--- config.mk ---
export PLATFORM = sky130hd
export DESIGN_NAME = sequence_generator
export DESIGN_NICKNAME = d
export VERILOG_FILES = /design/src/rtl/seq_pkg.sv /design/src/rtl/seq_pattern_rom.sv /design/src/rtl/sequence_generator.sv
export SDC_FILE = /design/constraint.sdc
export NUM_CORES = 1
export LEC_CHECK = 0
export ABC_CLOCK_PERIOD_IN_PS = 4300
export BUFFER_PORTS_ARGS = -buffer_cell sky130_fd_sc_hd__clkbuf_2
export CAP_MARGIN = 30
export CORE_AREA = 2 2 67 85
export CTS_BUF_LIST = sky130_fd_sc_hd__clkbuf_4 sky130_fd_sc_hd__clkbuf_8 sky130_fd_sc_hd__clkbuf_16
export CTS_CLUSTER_SIZE = 30
export DETAILED_ROUTE_END_ITERATION = 10
export DIE_AREA = 0 0 69 87
export PLACE_DENSITY = 0.69
export SETUP_SLACK_MARGIN = 0.4
export SLEW_MARGIN = 15
export SYNTH_ARGS = -nofsm -noshare
export SYNTH_HDL_FRONTEND = slang
export SYNTH_SLANG_ARGS = --single-unit
--- constraint.sdc ---
create_clock -name clk -period 4.3 [get_ports clk]
set_input_delay 0.43 -clock clk [delete_from_list [all_inputs] [get_ports clk]]
set_output_delay 0.43 -clock clk [all_outputs]
set_load 0.005 [all_outputs]
--- src/rtl/seq_pkg.sv ---
// Shared definitions for the sequence generator/detector pair: pattern table,
// pattern select type and generator states. GAP state exists only with SEQGEN_GAP_EN.
package seq_pkg;

  localparam int PAT_W = 5;

  typedef logic [1:0] seq_sel_t;

  // Vector bit 0 is the first bit on the line (table text is written bit0..bit4).
  localparam logic [PAT_W-1:0] SEQ_PAT [0:3] = '{
    5'b10001,
    5'b01110,
    5'b10101,
    5'b01111
  };

  typedef enum logic [1:0] {
    ST_IDLE = 2'd0,
    ST_SEND = 2'd1
`ifdef SEQGEN_GAP_EN
    ,
    ST_GAP  = 2'd2
`endif
  } gen_state_t;

endpackage

--- src/rtl/seq_pattern_rom.sv ---
// Combinational pattern select -> 5-bit pattern lookup, shared with the detector.
module seq_pattern_rom
  import seq_pkg::*;
(
  input  logic [1:0]       sel,
  output logic [PAT_W-1:0] pattern
);

  always_comb begin
    pattern = SEQ_PAT[sel];
  end

endmodule

--- src/rtl/sequence_generator.sv ---
// Serial pattern transmitter: sends a selected 5-bit pattern R times, LSB first.
// Optional idle gaps between repetitions when SEQGEN_GAP_EN is defined.
module sequence_generator
  import seq_pkg::*;
#(
  parameter int CNT_W = 16,
  parameter int GAP_W = 4
) (
  input  logic             clk,
  input  logic             reset,
  input  logic             start,
  input  logic [1:0]       lookfor_seq,
  input  logic [CNT_W-1:0] repeat_count,
`ifdef SEQGEN_GAP_EN
  input  logic [GAP_W-1:0] gap_len,
`endif
  output logic             serial_out,
  output logic             busy,
  output logic             done,
  output logic [CNT_W-1:0] sent_count
);

  gen_state_t       state;
  seq_sel_t         job_sel;
  seq_sel_t         rom_sel;
  logic [CNT_W-1:0] remaining;
  logic [2:0]       bit_idx;
  logic [2:0]       next_idx;
  logic [PAT_W-1:0] pattern;
`ifdef SEQGEN_GAP_EN
  logic [GAP_W-1:0] gap_cfg;
  logic [GAP_W-1:0] gap_cnt;
`endif

  // In IDLE the ROM looks at the live select so bit 0 can leave on the accepting edge.
  always_comb begin
    rom_sel  = (state == ST_IDLE) ? seq_sel_t'(lookfor_seq) : job_sel;
    next_idx = bit_idx + 3'd1;
  end

  seq_pattern_rom u_rom (
    .sel     (rom_sel),
    .pattern (pattern)
  );

  always_ff @(posedge clk) begin
    if (reset) begin
      state      <= ST_IDLE;
      serial_out <= 1'b0;
      busy       <= 1'b0;
      done       <= 1'b0;
      sent_count <= '0;
      job_sel    <= '0;
      remaining  <= '0;
      bit_idx    <= '0;
`ifdef SEQGEN_GAP_EN
      gap_cfg    <= '0;
      gap_cnt    <= '0;
`endif
    end else begin
      done <= 1'b0;
      case (state)
        ST_IDLE: begin
          // A start coinciding with the done cycle is dropped, not deferred.
          if (start && !done) begin
            if (repeat_count != '0) begin
              job_sel    <= seq_sel_t'(lookfor_seq);
              remaining  <= repeat_count;
              bit_idx    <= '0;
              busy       <= 1'b1;
              serial_out <= pattern[0];
              state      <= ST_SEND;
`ifdef SEQGEN_GAP_EN
              gap_cfg    <= gap_len;
`endif
            end else begin
              done <= 1'b1;
            end
          end
        end
        ST_SEND: begin
          if (bit_idx == 3'(PAT_W - 1)) begin
            sent_count <= sent_count + CNT_W'(1);
            remaining  <= remaining - CNT_W'(1);
            if (remaining == CNT_W'(1)) begin
              state      <= ST_IDLE;
              done       <= 1'b1;
              busy       <= 1'b0;
              serial_out <= 1'b0;
            end
`ifdef SEQGEN_GAP_EN
            else if (gap_cfg != '0) begin
              state      <= ST_GAP;
              serial_out <= 1'b0;
              gap_cnt    <= gap_cfg - GAP_W'(1);
            end
`endif
            else begin
              bit_idx    <= '0;
              serial_out <= pattern[0];
            end
          end else begin
            bit_idx    <= next_idx;
            serial_out <= pattern[next_idx];
          end
        end
`ifdef SEQGEN_GAP_EN
        ST_GAP: begin
          if (gap_cnt == '0) begin
            state      <= ST_SEND;
            bit_idx    <= '0;
            serial_out <= pattern[0];
          end else begin
            gap_cnt <= gap_cnt - GAP_W'(1);
          end
        end
`endif
        default: state <= ST_IDLE;
      endcase
    end
  end

endmodule

==> impl_metrics.tcl <==
set metrics [dict create \
    stdcell_count 368 \
    crit_cells 6 \
    cp-start-kind "input port" \
    critPathKind "in2reg" \
    fillers 544 \
    ys_warn_count 0 \
    cellLeakagePower_nw 0.983 \
    syn_area_um2 2260 \
    synth_nets 294 \
    cp_max_fo 24 \
    synth-edff-count 0 \
    grt_pass1_vias 1943 \
    cp-end-kind "register" \
    drtIter0Drc 205 \
    path_clk_slew_ns 0.08 \
    die_y_um 87 \
    grt-ovfl-total 0 \
    numCtsBuffers 5 \
    clock_path_buffers 2 \
    cp_top_family "compound AO/OA/AOI/OAI gates" \
    clk_latency_ns 0.29 \
    via_per_inst 5.55 \
    track_usage_pct 18.3 \
    ys_types 54 \
    wirelength_mm 5.15 \
    avgSynthCellArea_um2 8.45 \
    fin_area_um2 2570 \
    ctsHoldBuffers 0 \
    reg2regPathDepth 7 \
    io_buffers 39 \
    dp_hpwl_mm 3.66 \
    critical_path_arrival_ns 2.34 \
    cts_tree "yes" \
    htree_levels 2 \
    final-hold-violation-count 0 \
    dpl-instance-area_um2 2460 \
    routabilityCongestion 0.833 \
    clock_skew_ns 0.00898 \
    drv_cap 0 \
    final_nets 329 \
    post_drt_wl_per_cell_um 14.0 \
    antenna_left 0 \
    insertedDiodeCount 0 \
    slowest_delay_ns 0.61 \
    slowest_stage "nor4_1" \
    yosysSeqAreaShare_pct 35.4 \
    die_w_um 69 \
    relSlewSlack_pct 45.0 \
    start_util_pct 43.1 \
    ir_drop_mv 0.168 \
    ys_ff_latch 40 \
    required_ns 4.44 \
    hp-class "in2reg" \
    rsz0062_at_grt "no" \
    dr.pass1.iters 4 \
    grt_pass1_wl_mm 9.04 \
    antenna_found_initial 0 \
    grt_max_degree 40 \
    post_cts_resized 0 \
    setup_viol 0 \
    syn_inst 268 \
    finalSetupTns_ns 0 \
    row_count 30 \
    post_cts_buffers 0 \
    hold_depth 3 \
    power_w 0.000873 \
    slew_viol_final 0 \
    finalCriticalPeriod_ns 2.20 \
    fmax_ghz 0.455 \
    dieArea_um2 6000 \
    drc 0 \
    crit_path_cell_trace "clkbuf_2 > nor4_1 > a41oi_2 > a21oi_4 > or4_1 > a31oi_1" \
    async_flop_share_pct 0 \
    synth_ff_type "dfxtp_1" \
    drive_above_1_share_pct 21.4 \
    path_buf_inv 1 \
    post-place-cells 360 \
    via_count 2043 \
    power_density_nw_per_um2 339 \
    core-area_um2 5260 \
    syn2layout_area_growth_pct 13.6 \
    io_pins 40 \
    status "complete, no violations" \
    tightest_slew_ns 0.825 \
    cts_sinks 40 \
    root_buffer "clkbuf_8" \
    finalCritPeriodShare_pct 51.1 \
]
==> cell usage after synthesis, types with 3 or more instances <==
library cell	instances	area share [%]
dfxtp_1	40	35
nor2_1	27	4.5
a21oi_1	25	5.5
nand2_1	24	4.0
nor3_1	13	2.9
xnor2_1	10	3.9
inv_1	9	1.5
nand3_1	8	1.8
o21ai_0	7	1.5
o21ai_1	7	1.5
clkbuf_1	5	0.83
ha_1	5	2.8
nor4_1	5	1.4
mux2i_1	4	1.8
nor2b_1	4	1.1
o32ai_1	4	1.5
xor2_1	4	1.5
a221oi_1	3	1.2
a31oi_1	3	0.83
and2_1	3	0.83
and3_2	3	0.99
buf_6	3	1.5
mux2_2	3	1.5
nand2b_1	3	0.83
or3_1	3	0.83
==> where the power goes <==
part           switching, W  internal (W)
clock network      0.000133      0.000172
logic             0.0000955     0.0000675
registers         0.0000191      0.000386
==> logic make-up (layout without fill, tap and decap cells) <==
group           after synthesis  count (layout)  synth area share, %
simple gates                112             112                 27.3
compound gates               68              68                 20.1
flops                        40              40                 35.4
buf+inv                      22              58                 5.75
xor+xnor                     14              14                 5.41
mux                           7               7                 3.26
fa+ha+maj                     5               5                 2.76
==> path summary, 6_finish.rpt <==
path,from,to,slack [ns]
worst min register to register,remaining[1],remaining[1],0.50
worst max-delay path,repeat_count[0],remaining[15],2.10
worst min-delay path,lookfor_seq[0],job_sel[0],0.40
worst max register to register,remaining[0],remaining[12],2.21
==> cells in the final DEF (no fill, tap or decap), types with 3 or more instances in the layout <==
cell type  Yosys  routed
a221oi_1       3       3
clkbuf_8       0       5
nor2_1        27      27
ha_1           5       5
and2_1         3       3
and3_2         3       3
o21ai_0        7       7
o32ai_1        4       4
nor2b_1        4       4
nand2b_1       3       3
nor4_1         5       5
nor3_1        13      13
a31oi_1        3       3
clkbuf_2       0      39
mux2_2         3       3
dfxtp_1       40      40
xor2_1         4       4
xnor2_1       10      10
mux2i_1        4       4
nand3_1        8       8
a21oi_1       25      25
nand2_1       24      24
inv_1          9       9
or3_1          3       3
o21ai_1        7       7
==> sequential cells by signal, summed over array words and instances (netlist names) <==
register	cells
done	1
remaining	16
bit_idx	3
sent_count	16
job_sel	2
busy	1
serial_out	1
==> metrics by stage <==
step                      hold WS, ns  util (%)  worst slack (ns)
after floorplan                 0.468         -              2.51
after global placement          0.490      46.9              1.87
after detailed placement        0.491      46.9              1.83
after CTS                       0.395      49.0              2.14
after global routing            0.407      49.0              2.03
final                           0.402      49.0              2.10
==> worst min-delay path, stage by stage <==
cell	delay, ns
clkbuf_2	0.09
mux2i_1	0.06
nor2_1	0.07
==> layout make-up <==
class	instances	area [um^2]	share of cell area, %
inverters	10	45.0	1.75
clock inverters	3	42.5	1.65
well taps	64	80.1	3.11
repair buffers	40	203	7.88
multi-input cells	206	1330	51.8
flip-flops and latches	40	801	31.1
clock buffers	5	68.8	2.67
==> layer usage <==
| layer | share of wire, % | GRT usage, % | vias up |
|---|---|---|---|
| li1 | - | - | 1039 |
| met2 | 48 | 30.0 | 56 |
| met5 | 0 | 0 | - |
| met3 | 5.0 | 3.59 | 4 |
| met4 | 0.82 | 6.95 | 0 |
| met1 | 46 | 23.9 | 944 |
No activity file was read; power rests on OpenSTA's default activity.
